File: src/rtl/ifu_prefetch_if.sv
// rtl/ifu_prefetch_if.sv - fetch unit bundle: redirect, imem request/response and decode handshake
interface ifu_prefetch_if #(
    parameter int DEPTH = 4
);
    logic                     redirect_valid;
    logic [31:0]              redirect_pc;
    logic                     imem_req_valid;
    logic                     imem_req_ready;
    logic [31:0]              imem_req_addr;
    logic                     imem_rsp_valid;
    logic [31:0]              imem_rsp_data;
    logic                     if_valid;
    logic                     if_ready;
    logic [31:0]              if_pc;
    logic [31:0]              if_instr;
    logic [$clog2(DEPTH):0]   fifo_count;

    // fetch unit side
    modport master (
        input  redirect_valid, redirect_pc,
        output imem_req_valid, imem_req_addr,
        input  imem_req_ready,
        input  imem_rsp_valid, imem_rsp_data,
        output if_valid, if_pc, if_instr,
        input  if_ready,
        output fifo_count
    );

    // memory / decode / branch-unit side
    modport slave (
        output redirect_valid, redirect_pc,
        input  imem_req_valid, imem_req_addr,
        output imem_req_ready,
        output imem_rsp_valid, imem_rsp_data,
        input  if_valid, if_pc, if_instr,
        output if_ready,
        input  fifo_count
    );
endinterface

File: src/rtl/ifu_prefetch.sv
// rtl/ifu_prefetch.sv - instruction fetch with pipelined imem port and prefetch queue
module ifu_prefetch #(
    parameter logic [31:0] RESET_PC        = 32'h0000_0000,
    parameter int          DEPTH           = 4,
    parameter int          MAX_OUTSTANDING = 4
) (
    input  logic           clock,
    input  logic           reset,
    ifu_prefetch_if.master bus
);
    localparam int AW = $clog2(DEPTH);
    localparam int CW = AW + 1;

    typedef logic [CW-1:0] cnt_t;
    typedef logic [AW-1:0] ptr_t;

    localparam cnt_t DEPTH_C = cnt_t'(DEPTH);
    localparam cnt_t MAX_C   = cnt_t'(MAX_OUTSTANDING);

    logic [31:0] fetch_pc;
    logic [31:0] rsp_pc;
    cnt_t        outstanding;
    cnt_t        discard;
    cnt_t        count;
    ptr_t        wr_ptr;
    ptr_t        rd_ptr;
    logic [31:0] pc_mem    [DEPTH];
    logic [31:0] instr_mem [DEPTH];

    logic        req_fire;
    logic        push;
    logic        pop;
    logic        rsp_drop;
    logic [CW:0] reserved;
    cnt_t        req_inc;
    cnt_t        rsp_dec;
    cnt_t        push_inc;
    cnt_t        pop_dec;
    cnt_t        outstanding_nxt;
    logic        unused_pc_bits;

    // Every queued entry and every in-flight request holds a slot, so a
    // response can always be written without back-pressure.
    assign reserved = {1'b0, count} + {1'b0, outstanding};

    assign bus.imem_req_valid = !reset && !bus.redirect_valid
                              && (reserved < {1'b0, DEPTH_C})
                              && (outstanding < MAX_C);
    assign bus.imem_req_addr  = fetch_pc;

    assign req_fire = bus.imem_req_valid && bus.imem_req_ready;
    assign rsp_drop = bus.imem_rsp_valid && (discard != '0);
    assign push     = bus.imem_rsp_valid && (discard == '0) && !bus.redirect_valid;
    assign pop      = bus.if_valid && bus.if_ready;

    assign req_inc  = {{(CW-1){1'b0}}, req_fire};
    assign rsp_dec  = {{(CW-1){1'b0}}, bus.imem_rsp_valid};
    assign push_inc = {{(CW-1){1'b0}}, push};
    assign pop_dec  = {{(CW-1){1'b0}}, pop};

    assign outstanding_nxt = outstanding + req_inc - rsp_dec;

    assign bus.if_valid   = (count != '0) && !bus.redirect_valid;
    assign bus.if_pc      = pc_mem[rd_ptr];
    assign bus.if_instr   = instr_mem[rd_ptr];
    assign bus.fifo_count = count;

    assign unused_pc_bits = ^bus.redirect_pc[1:0];

    // Fetch/response PCs, request bookkeeping and queue pointers; a redirect
    // flushes the queue and marks everything still in flight as stale.
    always_ff @(posedge clock or posedge reset) begin
        if (reset) begin
            fetch_pc    <= RESET_PC;
            rsp_pc      <= RESET_PC;
            outstanding <= '0;
            discard     <= '0;
            count       <= '0;
            wr_ptr      <= '0;
            rd_ptr      <= '0;
        end else begin
            outstanding <= outstanding_nxt;
            if (bus.redirect_valid) begin
                fetch_pc <= {bus.redirect_pc[31:2], 2'b00};
                rsp_pc   <= {bus.redirect_pc[31:2], 2'b00};
                discard  <= outstanding_nxt;
                count    <= '0;
                wr_ptr   <= '0;
                rd_ptr   <= '0;
            end else begin
                if (req_fire) begin
                    fetch_pc <= fetch_pc + 32'd4;
                end
                if (rsp_drop) begin
                    discard <= discard - cnt_t'(1);
                end
                if (push) begin
                    rsp_pc <= rsp_pc + 32'd4;
                    wr_ptr <= wr_ptr + ptr_t'(1);
                end
                if (pop) begin
                    rd_ptr <= rd_ptr + ptr_t'(1);
                end
                count <= count + push_inc - pop_dec;
            end
        end
    end

    // Queue storage: {pc, instr} written at the tail for each kept response.
    always_ff @(posedge clock or posedge reset) begin
        if (reset) begin
            for (int i = 0; i < DEPTH; i++) begin
                pc_mem[i]    <= '0;
                instr_mem[i] <= '0;
            end
        end else if (push) begin
            pc_mem[wr_ptr]    <= rsp_pc;
            instr_mem[wr_ptr] <= bus.imem_rsp_data;
        end
    end
endmodule

File: src/flat_wrapper.sv
// flat-port wrapper written by rule: the top's interface ports become plain ports
module ifu_prefetch_flat 
#(
    parameter logic [31:0] RESET_PC        = 32'h0000_0000,
    parameter int          DEPTH           = 4,
    parameter int          MAX_OUTSTANDING = 4
)
  (clock, reset, bus_redirect_valid, bus_redirect_pc, bus_imem_req_valid, bus_imem_req_addr, bus_imem_req_ready, bus_imem_rsp_valid, bus_imem_rsp_data, bus_if_valid, bus_if_pc, bus_if_instr, bus_if_ready, bus_fifo_count);
  ifu_prefetch_if #(.DEPTH(DEPTH)) bus_i ();
  input  logic clock;
  input  logic reset;
  input wire logic [$bits(bus_i.redirect_valid)-1:0] bus_redirect_valid;
  input wire logic [$bits(bus_i.redirect_pc)-1:0] bus_redirect_pc;
  output wire logic [$bits(bus_i.imem_req_valid)-1:0] bus_imem_req_valid;
  output wire logic [$bits(bus_i.imem_req_addr)-1:0] bus_imem_req_addr;
  input wire logic [$bits(bus_i.imem_req_ready)-1:0] bus_imem_req_ready;
  input wire logic [$bits(bus_i.imem_rsp_valid)-1:0] bus_imem_rsp_valid;
  input wire logic [$bits(bus_i.imem_rsp_data)-1:0] bus_imem_rsp_data;
  output wire logic [$bits(bus_i.if_valid)-1:0] bus_if_valid;
  output wire logic [$bits(bus_i.if_pc)-1:0] bus_if_pc;
  output wire logic [$bits(bus_i.if_instr)-1:0] bus_if_instr;
  input wire logic [$bits(bus_i.if_ready)-1:0] bus_if_ready;
  output wire logic [$bits(bus_i.fifo_count)-1:0] bus_fifo_count;
  assign bus_i.redirect_valid = bus_redirect_valid;
  assign bus_i.redirect_pc = bus_redirect_pc;
  assign bus_imem_req_valid = bus_i.imem_req_valid;
  assign bus_imem_req_addr = bus_i.imem_req_addr;
  assign bus_i.imem_req_ready = bus_imem_req_ready;
  assign bus_i.imem_rsp_valid = bus_imem_rsp_valid;
  assign bus_i.imem_rsp_data = bus_imem_rsp_data;
  assign bus_if_valid = bus_i.if_valid;
  assign bus_if_pc = bus_i.if_pc;
  assign bus_if_instr = bus_i.if_instr;
  assign bus_i.if_ready = bus_if_ready;
  assign bus_fifo_count = bus_i.fifo_count;
  ifu_prefetch #(.RESET_PC(RESET_PC), .DEPTH(DEPTH), .MAX_OUTSTANDING(MAX_OUTSTANDING)) u_core (.clock(clock), .reset(reset), .bus(bus_i));
endmodule
File: config.mk
export PLATFORM = sky130hd
export DESIGN_NAME = ifu_prefetch_flat
export DESIGN_NICKNAME = d
export VERILOG_FILES = /design/src/rtl/ifu_prefetch_if.sv /design/src/rtl/ifu_prefetch.sv /design/src/flat_wrapper.sv
export SDC_FILE = /design/constraint.sdc
export NUM_CORES = 1
export LEC_CHECK = 0
export CORE_UTILIZATION = 45
export CTS_BUF_LIST = sky130_fd_sc_hd__clkbuf_16
export DETAILED_ROUTE_END_ITERATION = 7
export PLACE_DENSITY = 0.67
export SLEW_MARGIN = 25
export SYNTH_ARGS = -nofsm -noshare
export SYNTH_HDL_FRONTEND = slang
export SYNTH_SLANG_ARGS = --single-unit
File: constraint.sdc
create_clock -name clock -period 13.9 [get_ports clock]
set_input_delay 1.39 -clock clock [delete_from_list [all_inputs] [get_ports clock]]
set_output_delay 1.39 -clock clock [all_outputs]
set_load 0.02 [all_outputs]
==> results of run 1 <==
Yosys cell counts, types with 6 or more instances:
library cell | n | area [µm²]
sky130_fd_sc_hd__a21oi_1 | 6 | 30.0
sky130_fd_sc_hd__mux4_2 | 62 | 1400
sky130_fd_sc_hd__nand4_1 | 27 | 169
sky130_fd_sc_hd__o21ai_2 | 6 | 52.6
sky130_fd_sc_hd__nand2_1 | 62 | 233
sky130_fd_sc_hd__buf_2 | 41 | 205
sky130_fd_sc_hd__a31oi_1 | 8 | 50.1
sky130_fd_sc_hd__o21ai_0 | 41 | 205
sky130_fd_sc_hd__mux2_2 | 233 | 2620
sky130_fd_sc_hd__o311ai_1 | 8 | 70.1
sky130_fd_sc_hd__ha_1 | 14 | 175
sky130_fd_sc_hd__inv_1 | 17 | 63.8
sky130_fd_sc_hd__o21ai_1 | 7 | 35.0
sky130_fd_sc_hd__xnor2_1 | 8 | 70.1
sky130_fd_sc_hd__clkbuf_1 | 14 | 52.6
sky130_fd_sc_hd__nor2_1 | 23 | 86.3
sky130_fd_sc_hd__buf_4 | 8 | 60.1
sky130_fd_sc_hd__nand3_1 | 29 | 145
sky130_fd_sc_hd__and3_1 | 11 | 68.8
sky130_fd_sc_hd__o211ai_1 | 9 | 67.6
sky130_fd_sc_hd__xor2_1 | 33 | 289
sky130_fd_sc_hd__mux2_1 | 12 | 135
sky130_fd_sc_hd__dfrtp_1 | 321 | 8030
registers in the layout, summed over array words and instances, names as in the netlist:
register and count:
u_core.outstanding 3, u_core.rsp_pc 30, u_core.bus.fifo_count 3, u_core.bus.imem_req_addr 30, u_core.pc_mem 120, u_core.instr_mem 128, u_core.discard 3, u_core.rd_ptr 2
u_core.wr_ptr 2
area by class of cell:
| type | count | area, µm² | share of cell area, % |
|---|---|---|---|
| clock buffers | 37 | 926 | 5.13 |
| clock inverters | 27 | 209 | 1.16 |
| inverters | 18 | 75.1 | 0.416 |
| multi-input cells | 663 | 6520 | 36.1 |
| flip-flops and latches | 321 | 8040 | 44.5 |
| well taps | 442 | 553 | 3.06 |
| repair buffers | 175 | 1720 | 9.55 |
tightest hold or removal path, cell delays in order (launching register included):
cell and delay, ps:
sky130_fd_sc_hd__dfrtp_1 340, sky130_fd_sc_hd__nand2_1 50, sky130_fd_sc_hd__o21ai_0 60
routing by layer:
| metal | part of all wire, % | vias up | track usage, % | wire, µm |
|---|---|---|---|---|
| met5 | 0 | - | 0 | 0 |
| met3 | 5.1 | 45 | 3.79 | 1720 |
| li1 | - | 4221 | - | - |
| met1 | 46 | 4841 | 28.5 | 15500 |
| met2 | 47 | 255 | 32.8 | 15600 |
| met4 | 1.8 | 0 | 5.03 | 598 |
path summary, 6_finish.rpt:
check	cells after the start	start	endpoint	slack, ps
max reg2reg	7	u_core.discard[0]$_DFFE_PP0P_	u_core.pc_mem[58]$_DFFE_PP0P_	11110
max in group asynchronous	3	reset	u_core.rd_ptr[0]$_DFFE_PP0P_	10880
min reg2reg	2	u_core.pc_mem[120]$_DFFE_PP0P_	u_core.pc_mem[120]$_DFFE_PP0P_	480
min in group asynchronous	2	reset	u_core.outstanding[2]$_DFF_PP0_	1440
min	2	u_core.pc_mem[120]$_DFFE_PP0P_	u_core.pc_mem[120]$_DFFE_PP0P_	480
max	3	u_core.rd_ptr[0]$_DFFE_PP0P_	bus_if_pc[24]	9210
cells by family (layout without fill, tap and decap cells):
kind of cell / count (synthesis) / in the layout / share of synthesized area, %
flip-flops: 321 / 321 / 53.7
adder cells (fa/ha/maj): 16 / 16 / 1.44
AND/OR/NAND/NOR: 194 / 194 / 7.51
buffers and inverters: 88 / 257 / 2.83
multiplexers: 309 / 309 / 27.9
other: 1 / 4 / 0.0251
AO/OA/AOI/OAI: 99 / 99 / 4.25
XOR/XNOR: 41 / 41 / 2.40
stage by stage:
step                util [%]  hold slack, ps  std cells  area [µm²]  setup slack (ps)
floorplan                  -             445       1072       15000              3630
global placement        51.8             463       1619       16900              9570
detailed placement      51.8             470       1619       16900              9510
CTS                     55.3             484       1683       18000              9060
global route            55.3             507       1683       18000              8950
finish                  55.3             478       1683       18000              9210
power by group:
group | total, mW | internal, mW | leakage (nW) | switching (mW)
Clock | 0.917 | 0.540 | 0.577 | 0.377
Sequential | 1.27 | 1.12 | 4.22 | 0.148
Combinational | 1.08 | 0.597 | 3.29 | 0.481
Total | 3.27 | 2.26 | 8.09 | 1.01
==> impl_results.html, run 1 <==
<table>
<tr><th>Metric</th><th>Value</th></tr>
<tr><th colspan="2">Logic synthesis</th></tr>
<tr><td>Post-synth design cell area</td><td>15000 µm²</td></tr>
<tr><td>Synthesized instance count</td><td>~1.1k</td></tr>
<tr><td>Sequential fraction of the synthesis area</td><td>between 50% and 60%</td></tr>
<tr><td>Number of flops mapped to enable cells by yosys</td><td>0</td></tr>
<tr><td>Synthesis Warnings</td><td>0</td></tr>
<tr><td>Fraction of registers with async set or reset after synthesis</td><td>100%</td></tr>
<tr><td>Average cell area after synthesis</td><td>14.0 µm²</td></tr>
<tr><td>Distinct cells, synth</td><td>57</td></tr>
<tr><td>Main synth FF type</td><td>sky130_fd_sc_hd__dfrtp_1</td></tr>
<tr><td>Flip-flop and latch count after synthesis</td><td>around 320</td></tr>
<tr><th colspan="2">CTS</th></tr>
<tr><td>Number of buffers inserted by hold repair at cts</td><td>0</td></tr>
<tr><td>Clock latency on the worst-skew pair</td><td>around 510 ps</td></tr>
<tr><td>Clock tree from TritonCTS</td><td>built</td></tr>
<tr><td>Root buffer cell</td><td>sky130_fd_sc_hd__clkbuf_16</td></tr>
<tr><td>Setup fix buffers added after clock tree synthesis</td><td>0</td></tr>
<tr><td>H-tree depth</td><td>2</td></tr>
<tr><td>Clock tree buffer depth</td><td>3</td></tr>
<tr><td>Sink Count</td><td>321</td></tr>
<tr><td>Total CTS buffers</td><td>36</td></tr>
<tr><td>Clock-pin slew on the worst setup and hold paths</td><td>~60 ps</td></tr>
<tr><td>Post-CTS sizing</td><td>0</td></tr>
<tr><th colspan="2">Critical path</th></tr>
<tr><td>Slowest stage delay, CP</td><td>around 800 ps</td></tr>
<tr><td>Category of the most critical setup path</td><td>reg -&gt; out</td></tr>
<tr><td>Data arrival time of the critical path</td><td>3300 ps</td></tr>
<tr><td>Standard cell with the maximum stage delay on the critical path</td><td>sky130_fd_sc_hd__dfrtp_4</td></tr>
<tr><td>Critical path required time</td><td>roughly 13000 ps</td></tr>
<tr><td>CP Max Fanout</td><td>40</td></tr>
<tr><td>Total buffers and inverters traversed by the critical path</td><td>2</td></tr>
<tr><td>Delay-heaviest family, CP</td><td>buffers and inverters</td></tr>
<tr><td>Endpoint class of the critical path</td><td>output port</td></tr>
<tr><td>Crit-path cells</td><td>buf_4 &gt; mux4_2 &gt; clkdlybuf4s50_1</td></tr>
<tr><td>CP Launch Type</td><td>flop</td></tr>
<tr><th colspan="2">Status</th></tr>
<tr><td>Outcome</td><td>finished, final reports clean</td></tr>
<tr><th colspan="2">Die</th></tr>
<tr><td>Vert. Die Dim</td><td>about 180 µm</td></tr>
<tr><td>Die outline area</td><td>roughly 34000 µm²</td></tr>
<tr><td>Width of the die</td><td>184 µm</td></tr>
<tr><td>Core footprint</td><td>about 33000 µm²</td></tr>
<tr><td>Io pins</td><td>171</td></tr>
<tr><td>Number of standard-cell rows in the floorplan</td><td>66</td></tr>
<tr><td>Starting Density</td><td>between 40% and 50%</td></tr>
<tr><th colspan="2">Route</th></tr>
<tr><td>Detailed-route via count</td><td>around 9.4k</td></tr>
<tr><td>Average wire per cell in the routed design</td><td>19.9 µm</td></tr>
<tr><td>Post-detailed-route count of antenna-violating nets</td><td>0</td></tr>
<tr><td>DRC violation total after the first TritonRoute iteration</td><td>531</td></tr>
<tr><td>Final Routed Wirelength</td><td>33400 µm</td></tr>
<tr><td>Number of detailed-routing iterations run before antenna repair</td><td>4</td></tr>
<tr><td>Via density per instance</td><td>approximately 5.6</td></tr>
<tr><td>Remaining design rule violation count</td><td>0</td></tr>
<tr><th colspan="2">Global routing</th></tr>
<tr><td>Wire length of the first global-routing pass</td><td>between 50000 and 60000 µm</td></tr>
<tr><td>Number of global-route vias before repair</td><td>9702</td></tr>
<tr><td>Largest net degree at the start of global routing</td><td>114</td></tr>
<tr><td>Aggregate global routing overflow</td><td>0</td></tr>
<tr><td>Antenna violations before repair</td><td>0</td></tr>
<tr><td>Total Routing Usage GR</td><td>20.4%</td></tr>
<tr><th colspan="2">Final layout</th></tr>
<tr><td>Fill cell count</td><td>2706</td></tr>
<tr><td>Layout cell share with drive strength beyond 1</td><td>31.8%</td></tr>
<tr><td>Final Net Count</td><td>approximately 1.3k</td></tr>
<tr><td>Antenna fix cells</td><td>0</td></tr>
<tr><td>Commonest non-fill, non-tap cells in the layout</td><td>sky130_fd_sc_hd__dfrtp_1 (319), sky130_fd_sc_hd__mux2_2 (233), sky130_fd_sc_hd__clkdlybuf4s50_1 (163)</td></tr>
<tr><td>Area growth from synthesis to final layout</td><td>20.6%</td></tr>
<tr><td>Leading cell type in the layout, fill and taps excluded</td><td>sky130_fd_sc_hd__dfrtp_1</td></tr>
<tr><th colspan="2">STA</th></tr>
<tr><td>Final number of hold-violating endpoints</td><td>0</td></tr>
<tr><td>Worst slew slack as a fraction of its limit</td><td>around a third</td></tr>
<tr><td>Clk_skew</td><td>12.6 ps</td></tr>
<tr><td>Max-slew violation count</td><td>0</td></tr>
<tr><td>Least-Margin Pin Slew</td><td>~1000 ps</td></tr>
<tr><td>Share of the clock period used by the worst path after layout</td><td>about a third</td></tr>
<tr><td>Unrepaired setup endpoints after global routing</td><td>no</td></tr>
<tr><td>Final setup violating endpoints</td><td>0</td></tr>
<tr><td>Fmax</td><td>213 MHz</td></tr>
<tr><td>Final period demand of the worst path</td><td>4690 ps</td></tr>
<tr><td>Setup total negative slack</td><td>0 ps</td></tr>
<tr><th colspan="2">Flow run</th></tr>
<tr><td>Number of max-capacitance violations reported</td><td>0</td></tr>
<tr><th colspan="2">Power and ir drop</th></tr>
<tr><td>Leak Pwr</td><td>8.09 nW</td></tr>
<tr><td>Total power</td><td>3.27 mW</td></tr>
<tr><td>Pwr Density</td><td>181 nW/µm²</td></tr>
<tr><td>Worst vdd rail ir drop</td><td>86.5 µV</td></tr>
<tr><th colspan="2">Place</th></tr>
<tr><td>DP Wirelength</td><td>20600 µm</td></tr>
<tr><td>Placer congestion estimate</td><td>roughly 0.86</td></tr>
<tr><td>Number of port buffers</td><td>164</td></tr>
<tr><th colspan="2">Worst hold path</th></tr>
<tr><td>Path category of the worst min-delay check</td><td>reg -&gt; reg</td></tr>
</table>
Power figures use the tool's default switching activity.
==> inputs of run 2 (changes only) <==
Settings changed: PLACE_DENSITY 0.67 to 0.7.
Clock period 13.9 ns to 3.8 ns, I/O delays scaled along.
==> run 2 against run 1 <==
Effect of this change:
- non-clock buffer count is 9 higher
- critical path depth stayed put
- clock power grew to 3.5 times the previous value
- hold slack worse by 310 ps
- combinational power grew to 3.7 times the previous value
- setup slack worse by 8500 ps
- sequential cell count stayed put
- register-to-register slack worse by 9800 ps
- clock skew is 1.1 ps higher
==> impl_results.html, run 2 (synthesized netlist as in run 1, its figures left out) <==
<table>
<tr><th>Metric</th><th>Value</th></tr>
<tr><th colspan="2">Critical path</th></tr>
<tr><td>Data arrival time of the critical path</td><td>2740 ps</td></tr>
<tr><td>Standard cell with the maximum stage delay on the critical path</td><td>sky130_fd_sc_hd__dfrtp_4</td></tr>
<tr><td>R2R cell count</td><td>10</td></tr>
<tr><td>Beginning of the worst register-to-register path</td><td>u_core.bus.fifo_count[2]$_DFF_PP0_</td></tr>
<tr><td>Crit-path cells</td><td>buf_12 &gt; mux4_2 &gt; clkdlybuf4s50_1</td></tr>
<tr><td>Setup slack on the worst flop-to-flop path</td><td>1300 ps</td></tr>
<tr><td>Category of the most critical setup path</td><td>reg -&gt; out</td></tr>
<tr><td>Slowest stage delay, CP</td><td>770 ps</td></tr>
<tr><td>Critical path required time</td><td>3420 ps</td></tr>
<tr><td>End of the worst register-to-register path</td><td>u_core.discard[2]$_DFFE_PP0P_</td></tr>
<tr><td>CP Max Fanout</td><td>22</td></tr>
<tr><td>CP Launch Type</td><td>flop</td></tr>
<tr><td>Endpoint class of the critical path</td><td>output port</td></tr>
<tr><th colspan="2">STA</th></tr>
<tr><td>Final period demand of the worst path</td><td>3120 ps</td></tr>
<tr><td>Worst slew slack as a fraction of its limit</td><td>41.3%</td></tr>
<tr><td>Share of the clock period used by the worst path after layout</td><td>82.0%</td></tr>
<tr><td>Min setup slack post-route</td><td>684 ps</td></tr>
<tr><td>Clk_skew</td><td>~14 ps</td></tr>
<tr><td>Max-slew violation count</td><td>0</td></tr>
<tr><td>Final setup violating endpoints</td><td>0</td></tr>
<tr><td>Least-Margin Pin Slew</td><td>880 ps</td></tr>
<tr><td>Fmax</td><td>321 MHz</td></tr>
<tr><td>Final number of hold-violating endpoints</td><td>0</td></tr>
<tr><td>Setup total negative slack</td><td>0 ps</td></tr>
<tr><td>Unrepaired setup endpoints after global routing</td><td>no</td></tr>
<tr><th colspan="2">Power and ir drop</th></tr>
<tr><td>Seq pwr share</td><td>around 39%</td></tr>
<tr><td>Part of the power in the clock network</td><td>approximately 27%</td></tr>
<tr><td>Pint</td><td>8.23 mW</td></tr>
<tr><td>Switching power of the nets</td><td>about 3.6 mW</td></tr>
<tr><td>Total power</td><td>11.9 mW</td></tr>
<tr><td>Sw frac</td><td>slightly above 30%</td></tr>
<tr><td>Part of the total power dissipated in combinational logic</td><td>33.9%</td></tr>
<tr><td>Worst vdd rail ir drop</td><td>287 µV</td></tr>
<tr><td>Leak Pwr</td><td>8.20 nW</td></tr>
<tr><td>Pwr Density</td><td>652 nW/µm²</td></tr>
<tr><th colspan="2">Place</th></tr>
<tr><td>Number of port buffers</td><td>around 160</td></tr>
<tr><td>Pre-CTS setup slack</td><td>1010 ps</td></tr>
<tr><td>Placer congestion estimate</td><td>roughly 0.9</td></tr>
<tr><td>DP Wirelength</td><td>22000 µm</td></tr>
<tr><th colspan="2">CTS</th></tr>
<tr><td>Total CTS buffers</td><td>35</td></tr>
<tr><td>H-tree depth</td><td>2</td></tr>
<tr><td>Root buffer cell</td><td>sky130_fd_sc_hd__clkbuf_16</td></tr>
<tr><td>Number of buffers inserted by hold repair at cts</td><td>0</td></tr>
<tr><td>Clock tree buffer depth</td><td>3</td></tr>
<tr><td>Clock latency on the worst-skew pair</td><td>slightly above 500 ps</td></tr>
<tr><td>Post-CTS sizing</td><td>0</td></tr>
<tr><td>Clock-pin slew on the worst setup and hold paths</td><td>60 ps</td></tr>
<tr><td>Sink Count</td><td>321</td></tr>
<tr><td>Clock tree from TritonCTS</td><td>built</td></tr>
<tr><td>Setup fix buffers added after clock tree synthesis</td><td>0</td></tr>
<tr><th colspan="2">Worst hold path</th></tr>
<tr><td>Worst hold endpoint</td><td>u_core.rd_ptr[0]$_DFFE_PP0P_</td></tr>
<tr><td>HP Start</td><td>bus_redirect_valid</td></tr>
<tr><td>Path category of the worst min-delay check</td><td>in -&gt; reg</td></tr>
<tr><td>Worst Hold Depth</td><td>2</td></tr>
<tr><th colspan="2">Flow run</th></tr>
<tr><td>Number of max-capacitance violations reported</td><td>0</td></tr>
<tr><th colspan="2">Die</th></tr>
<tr><td>Io pins</td><td>roughly 170</td></tr>
<tr><td>Width of the die</td><td>184 µm</td></tr>
<tr><td>Number of standard-cell rows in the floorplan</td><td>between 60 and 70</td></tr>
<tr><td>Vert. Die Dim</td><td>between 150 and 200 µm</td></tr>
<tr><td>Starting Density</td><td>45.9%</td></tr>
<tr><td>Core footprint</td><td>around 33000 µm²</td></tr>
<tr><td>Die outline area</td><td>34000 µm²</td></tr>
<tr><th colspan="2">Global routing</th></tr>
<tr><td>Wire length of the first global-routing pass</td><td>~55000 µm</td></tr>
<tr><td>Total Routing Usage GR</td><td>20.6%</td></tr>
<tr><td>Number of global-route vias before repair</td><td>slightly below 10k</td></tr>
<tr><td>Aggregate global routing overflow</td><td>0</td></tr>
<tr><td>Largest net degree at the start of global routing</td><td>72</td></tr>
<tr><td>Antenna violations before repair</td><td>0</td></tr>
<tr><th colspan="2">Route</th></tr>
<tr><td>Average wire per cell in the routed design</td><td>around 20 µm</td></tr>
<tr><td>Via density per instance</td><td>5.57</td></tr>
<tr><td>Number of detailed-routing iterations run before antenna repair</td><td>5</td></tr>
<tr><td>Detailed-route via count</td><td>approximately 9.4k</td></tr>
<tr><td>Post-detailed-route count of antenna-violating nets</td><td>0</td></tr>
<tr><td>Remaining design rule violation count</td><td>0</td></tr>
<tr><td>Final Routed Wirelength</td><td>33600 µm</td></tr>
<tr><td>DRC violation total after the first TritonRoute iteration</td><td>between 500 and 600</td></tr>
<tr><th colspan="2">Final layout</th></tr>
<tr><td>Final Net Count</td><td>1309</td></tr>
<tr><td>Top flop regs</td><td>u_core.instr_mem (128), u_core.pc_mem (120)</td></tr>
<tr><td>Utilization after layout</td><td>between 50% and 60%</td></tr>
<tr><td>Leading cell type in the layout, fill and taps excluded</td><td>sky130_fd_sc_hd__dfrtp_1</td></tr>
<tr><td>Flip-flop count of the largest register, all copies and words added</td><td>128</td></tr>
<tr><td>Area used by multi-input combinational logic</td><td>6540 µm²</td></tr>
<tr><td>Fill cell count</td><td>2669</td></tr>
<tr><td>Commonest non-fill, non-tap cells in the layout</td><td>sky130_fd_sc_hd__dfrtp_1 (319), sky130_fd_sc_hd__mux2_2 (233), sky130_fd_sc_hd__clkdlybuf4s50_1 (163)</td></tr>
<tr><td>Layout cell share with drive strength beyond 1</td><td>31.8%</td></tr>
<tr><td>Area growth from synthesis to final layout</td><td>21.7%</td></tr>
<tr><td>Antenna fix cells</td><td>0</td></tr>
<tr><td>Storage element area</td><td>8040 µm²</td></tr>
<tr><td>Top reg by flops</td><td>u_core.instr_mem</td></tr>
<tr><th colspan="2">Status</th></tr>
<tr><td>Outcome</td><td>finished, final reports clean</td></tr>
</table>
==> run 2: critical path, delay by kind of cell, from the launching register on <==
family,cells,cell delay (ps)
multiplexers,1,530
buffers and inverters,2,910
flip-flops,1,770
==> run 2: worst max path at each step <==
stage / startpoint / endpoint / cells past startpoint
floorplan: reset / u_core.bus.fifo_count[0]$_DFF_PP0_ / 1
global placement: bus_imem_rsp_valid / u_core.instr_mem[40]$_DFFE_PP0P_ / 6
detailed placement: bus_imem_rsp_valid / u_core.instr_mem[36]$_DFFE_PP0P_ / 6
CTS: u_core.rd_ptr[0]$_DFFE_PP0P_ / bus_if_pc[31] / 3
global route: u_core.rd_ptr[0]$_DFFE_PP0P_ / bus_if_pc[31] / 3
finish: u_core.rd_ptr[0]$_DFFE_PP0P_ / bus_if_pc[31] / 3
==> run 2: power by group through the flow <==
stage          sequential, mW  clock [mW]  combinational [mW]
3_5_place_dp             4.72           0                4.08
4_1_cts                  4.67        3.29                4.10
5_1_grt                  4.77        3.43                4.32
6_report                 4.66        3.20                4.02
2_1_floorplan            4.52           0                2.60
3_3_place_gp             4.68           0                4.01
==> run 2: through the flow <==
step                hold slack, ps  cells  cell area (µm²)
global route                   173   1686            18200
floorplan                      445   1072            15000
finish                         170   1686            18200
CTS                            162   1686            18200
global placement               458   1627            17100
detailed placement             471   1628            17100
==> run 2: routing by layer <==
| metal | share of wire (%) | global-route usage, % |
|---|---|---|
| met2 | 48 | 33.5 |
| met4 | 1.7 | 5.30 |
| met1 | 45 | 28.8 |
| met3 | 5.7 | 3.12 |
| met5 | 0 | 0 |
==> run 2: layout make-up <==
cell class	count	area share, %
clock buffer	37	5.08
clock inverter	21	0.783
inverter	18	0.392
multi-input combinational	663	35.9
sequential	321	44.1
tap	442	3.04
timing repair buffer	184	10.6
==> inputs of run 3 (changes only) <==
Clock period 3.8 ns to 2.7 ns, I/O delays scaled along.
==> run 3 against run 2 <==
Effect of this change:
- final area is 1.4% higher
- power is 41% higher
- clock-buffer cell count is 1 higher
- die area stayed put
- sequential power is 39% higher
- combinational power is 37% higher
- critical path type unchanged
- largest power group unchanged
==> impl_results.html, run 3 (synthesized netlist as in run 1, its figures left out) <==
<table>
<tr><th>Metric</th><th>Value</th></tr>
<tr><th colspan="2">Status</th></tr>
<tr><td>Outcome</td><td>finished, final reports clean</td></tr>
<tr><th colspan="2">STA</th></tr>
<tr><td>Worst slew slack as a fraction of its limit</td><td>48.8%</td></tr>
<tr><td>Setup total negative slack</td><td>0 ps</td></tr>
<tr><td>Share of the clock period used by the worst path after layout</td><td>92.8%</td></tr>
<tr><td>Final setup violating endpoints</td><td>0</td></tr>
<tr><td>Min setup slack post-route</td><td>a little under 200 ps</td></tr>
<tr><td>Unrepaired setup endpoints after global routing</td><td>no</td></tr>
<tr><td>Final Hold Slack</td><td>62.3 ps</td></tr>
<tr><td>Fmax</td><td>between 300 and 400 MHz</td></tr>
<tr><td>Clk_skew</td><td>20.2 ps</td></tr>
<tr><td>Final period demand of the worst path</td><td>2510 ps</td></tr>
<tr><td>Final number of hold-violating endpoints</td><td>0</td></tr>
<tr><td>Max-slew violation count</td><td>0</td></tr>
<tr><td>Least-Margin Pin Slew</td><td>762 ps</td></tr>
<tr><th colspan="2">Critical path</th></tr>
<tr><td>Crit-path cells</td><td>ha_1 &gt; nor4_2 &gt; and3_1 &gt; clkdlybuf4s50_1</td></tr>
<tr><td>End of the worst register-to-register path</td><td>u_core.discard[1]$_DFFE_PP0P_</td></tr>
<tr><td>Endpoint class of the critical path</td><td>output port</td></tr>
<tr><td>Worst setup path end</td><td>bus_imem_req_valid</td></tr>
<tr><td>Slowest stage delay, CP</td><td>590 ps</td></tr>
<tr><td>CP Max Fanout</td><td>4</td></tr>
<tr><td>Start point of the critical path</td><td>u_core.bus.fifo_count[2]$_DFF_PP0_</td></tr>
<tr><td>CP Launch Type</td><td>flop</td></tr>
<tr><td>Total buffers and inverters traversed by the critical path</td><td>1</td></tr>
<tr><td>Standard cell with the maximum stage delay on the critical path</td><td>sky130_fd_sc_hd__clkdlybuf4s50_1</td></tr>
<tr><td>Data arrival time of the critical path</td><td>2240 ps</td></tr>
<tr><td>Critical Path Stages</td><td>4</td></tr>
<tr><td>Delay-heaviest family, CP</td><td>buffers and inverters</td></tr>
<tr><td>R2R cell count</td><td>8</td></tr>
<tr><td>Critical path required time</td><td>2430 ps</td></tr>
<tr><td>Setup slack on the worst flop-to-flop path</td><td>400 ps</td></tr>
<tr><td>Category of the most critical setup path</td><td>reg -&gt; out</td></tr>
<tr><td>Beginning of the worst register-to-register path</td><td>u_core.bus.fifo_count[2]$_DFF_PP0_</td></tr>
<tr><th colspan="2">Place</th></tr>
<tr><td>Post-Place Cells</td><td>roughly 1.6k</td></tr>
<tr><td>Placer congestion estimate</td><td>0.874</td></tr>
<tr><td>Number of port buffers</td><td>164</td></tr>
<tr><td>DP Wirelength</td><td>21800 µm</td></tr>
<tr><td>Pre-CTS setup slack</td><td>316 ps</td></tr>
<tr><th colspan="2">Route</th></tr>
<tr><td>Post-detailed-route count of antenna-violating nets</td><td>0</td></tr>
<tr><td>Detailed-route via count</td><td>9556</td></tr>
<tr><td>Final Routed Wirelength</td><td>33500 µm</td></tr>
<tr><td>Average wire per cell in the routed design</td><td>19.7 µm</td></tr>
<tr><td>DRC violation total after the first TritonRoute iteration</td><td>461</td></tr>
<tr><td>Via density per instance</td><td>5.60</td></tr>
<tr><td>Remaining design rule violation count</td><td>0</td></tr>
<tr><td>Number of detailed-routing iterations run before antenna repair</td><td>5</td></tr>
<tr><th colspan="2">CTS</th></tr>
<tr><td>Total CTS buffers</td><td>36</td></tr>
<tr><td>Clock tree from TritonCTS</td><td>built</td></tr>
<tr><td>Clock latency on the worst-skew pair</td><td>520 ps</td></tr>
<tr><td>Setup fix buffers added after clock tree synthesis</td><td>0</td></tr>
<tr><td>H-tree depth</td><td>2</td></tr>
<tr><td>Sink Count</td><td>321</td></tr>
<tr><td>Root buffer cell</td><td>sky130_fd_sc_hd__clkbuf_16</td></tr>
<tr><td>Clock tree buffer depth</td><td>3</td></tr>
<tr><td>Clock-pin slew on the worst setup and hold paths</td><td>60 ps</td></tr>
<tr><th colspan="2">Final layout</th></tr>
<tr><td>Commonest non-fill, non-tap cells in the layout</td><td>sky130_fd_sc_hd__dfrtp_1 (319), sky130_fd_sc_hd__mux2_2 (233), sky130_fd_sc_hd__clkdlybuf4s50_1 (101)</td></tr>
<tr><td>Post-layout instance count excluding filler cells</td><td>1705</td></tr>
<tr><td>Final Net Count</td><td>~1.3k</td></tr>
<tr><td>Leading cell type in the layout, fill and taps excluded</td><td>sky130_fd_sc_hd__dfrtp_1</td></tr>
<tr><td>Fill cell count</td><td>2667</td></tr>
<tr><td>Antenna fix cells</td><td>0</td></tr>
<tr><td>Flip-flop count of the largest register, all copies and words added</td><td>128</td></tr>
<tr><td>Utilization after layout</td><td>56.6%</td></tr>
<tr><td>Top reg by flops</td><td>u_core.instr_mem</td></tr>
<tr><td>Top flop regs</td><td>u_core.instr_mem (128), u_core.pc_mem (120)</td></tr>
<tr><td>Area growth from synthesis to final layout</td><td>23.3%</td></tr>
<tr><td>Layout cell share with drive strength beyond 1</td><td>32.6%</td></tr>
<tr><th colspan="2">Die</th></tr>
<tr><td>Vert. Die Dim</td><td>about 180 µm</td></tr>
<tr><td>Number of standard-cell rows in the floorplan</td><td>66</td></tr>
<tr><td>Die outline area</td><td>34000 µm²</td></tr>
<tr><td>Core footprint</td><td>32600 µm²</td></tr>
<tr><td>Width of the die</td><td>184 µm</td></tr>
<tr><td>Starting Density</td><td>45.9%</td></tr>
<tr><td>Io pins</td><td>171</td></tr>
<tr><th colspan="2">Power and ir drop</th></tr>
<tr><td>Sw frac</td><td>31.1%</td></tr>
<tr><td>Leak Pwr</td><td>8.79 nW</td></tr>
<tr><td>Part of the total power dissipated in combinational logic</td><td>roughly a third</td></tr>
<tr><td>Worst vdd rail ir drop</td><td>464 µV</td></tr>
<tr><td>Pwr Density</td><td>906 nW/µm²</td></tr>
<tr><td>Pint</td><td>11.5 mW</td></tr>
<tr><td>Seq pwr share</td><td>38.6%</td></tr>
<tr><td>Part of the power in the clock network</td><td>between 20% and 30%</td></tr>
<tr><td>Switching power of the nets</td><td>5.20 mW</td></tr>
<tr><th colspan="2">Flow run</th></tr>
<tr><td>Number of max-capacitance violations reported</td><td>0</td></tr>
<tr><th colspan="2">Global routing</th></tr>
<tr><td>Total Routing Usage GR</td><td>20.6%</td></tr>
<tr><td>Antenna violations before repair</td><td>0</td></tr>
<tr><td>Number of global-route vias before repair</td><td>10.0k</td></tr>
<tr><td>Largest net degree at the start of global routing</td><td>between 60 and 70</td></tr>
<tr><td>Aggregate global routing overflow</td><td>0</td></tr>
<tr><td>Wire length of the first global-routing pass</td><td>about 55000 µm</td></tr>
<tr><th colspan="2">Worst hold path</th></tr>
<tr><td>Path category of the worst min-delay check</td><td>in -&gt; reg</td></tr>
<tr><td>HP Start</td><td>bus_redirect_valid</td></tr>
</table>
[run 3: cell types whose count changed in the layout (fill, tap and decap cells not counted), sizes merged]
cell / change
clkdlybuf4s50: -62
dlymetal6s2s: +34
dlygate4sd2: +28
buf: +12
clkinv: +8
clkinvlp: -2
bufinv: +1
clkbuf: +1
inv: -1
[run 3: what timing repair did]
item | in CTS | in global routing
endpoints found under the setup margin | 37 | 34
resized for setup | 30 | 34
hold buffers | 0 | 0
[run 3: per-layer routing]
metal,GRT usage (%),up-vias,wire length (µm)
li1,-,4264,-
met1,28.4,4958,15100
met2,33.3,280,16000
met3,3.44,54,1760
met4,6.17,0,671
met5,0,-,0
[run 3: stage by stage]
stage / area (µm²) / power [mW]
after global placement: 17200 / 12.3
after global routing: 18500 / 17.6
final: 18500 / 16.7
after CTS: 18400 / 17.0
after floorplan: 15000 / 10.0
after detailed placement: 17200 / 12.4
[run 3: power groups by stage]
stage	clock, mW	combinational, mW	sequential, mW
finish	4.74	5.52	6.46
global route	5.05	5.93	6.59
CTS	4.86	5.70	6.46
detailed placement	0	5.87	6.53
global placement	0	5.78	6.47
floorplan	0	3.67	6.37
[run 3: cell type report]
class	instances	area, µm²	area share, %
timing repair buffer	196	2100	11.4
inverter	18	71.3	0.386
clock buffer	38	951	5.15
tap	442	553	3.00
clock inverter	27	200	1.08
sequential	321	8040	43.5
multi-input combinational	663	6540	35.4
[run 3: worst min-delay path by stage]
stage | depth (start not counted) | endpoint | slack (ps)
after floorplan | 2 | u_core.bus.imem_req_addr[5]$_DFFE_PP0P_ | 400
after global placement | 2 | u_core.pc_mem[56]$_DFFE_PP0P_ | 460
after detailed placement | 2 | u_core.pc_mem[56]$_DFFE_PP0P_ | 470
after CTS | 2 | u_core.rd_ptr[0]$_DFFE_PP0P_ | 50
after global routing | 2 | u_core.bus.fifo_count[2]$_DFF_PP0_ | 50
final | 2 | u_core.bus.fifo_count[2]$_DFF_PP0_ | 60
[run 3: worst register-to-register path, delay by kind of cell (launching register included)]
kind | cells | cell delay (ps)
compound gates | 1 | 80
fa+ha+maj | 3 | 860
buf+inv | 1 | 210
flops | 1 | 410
simple gates | 3 | 590
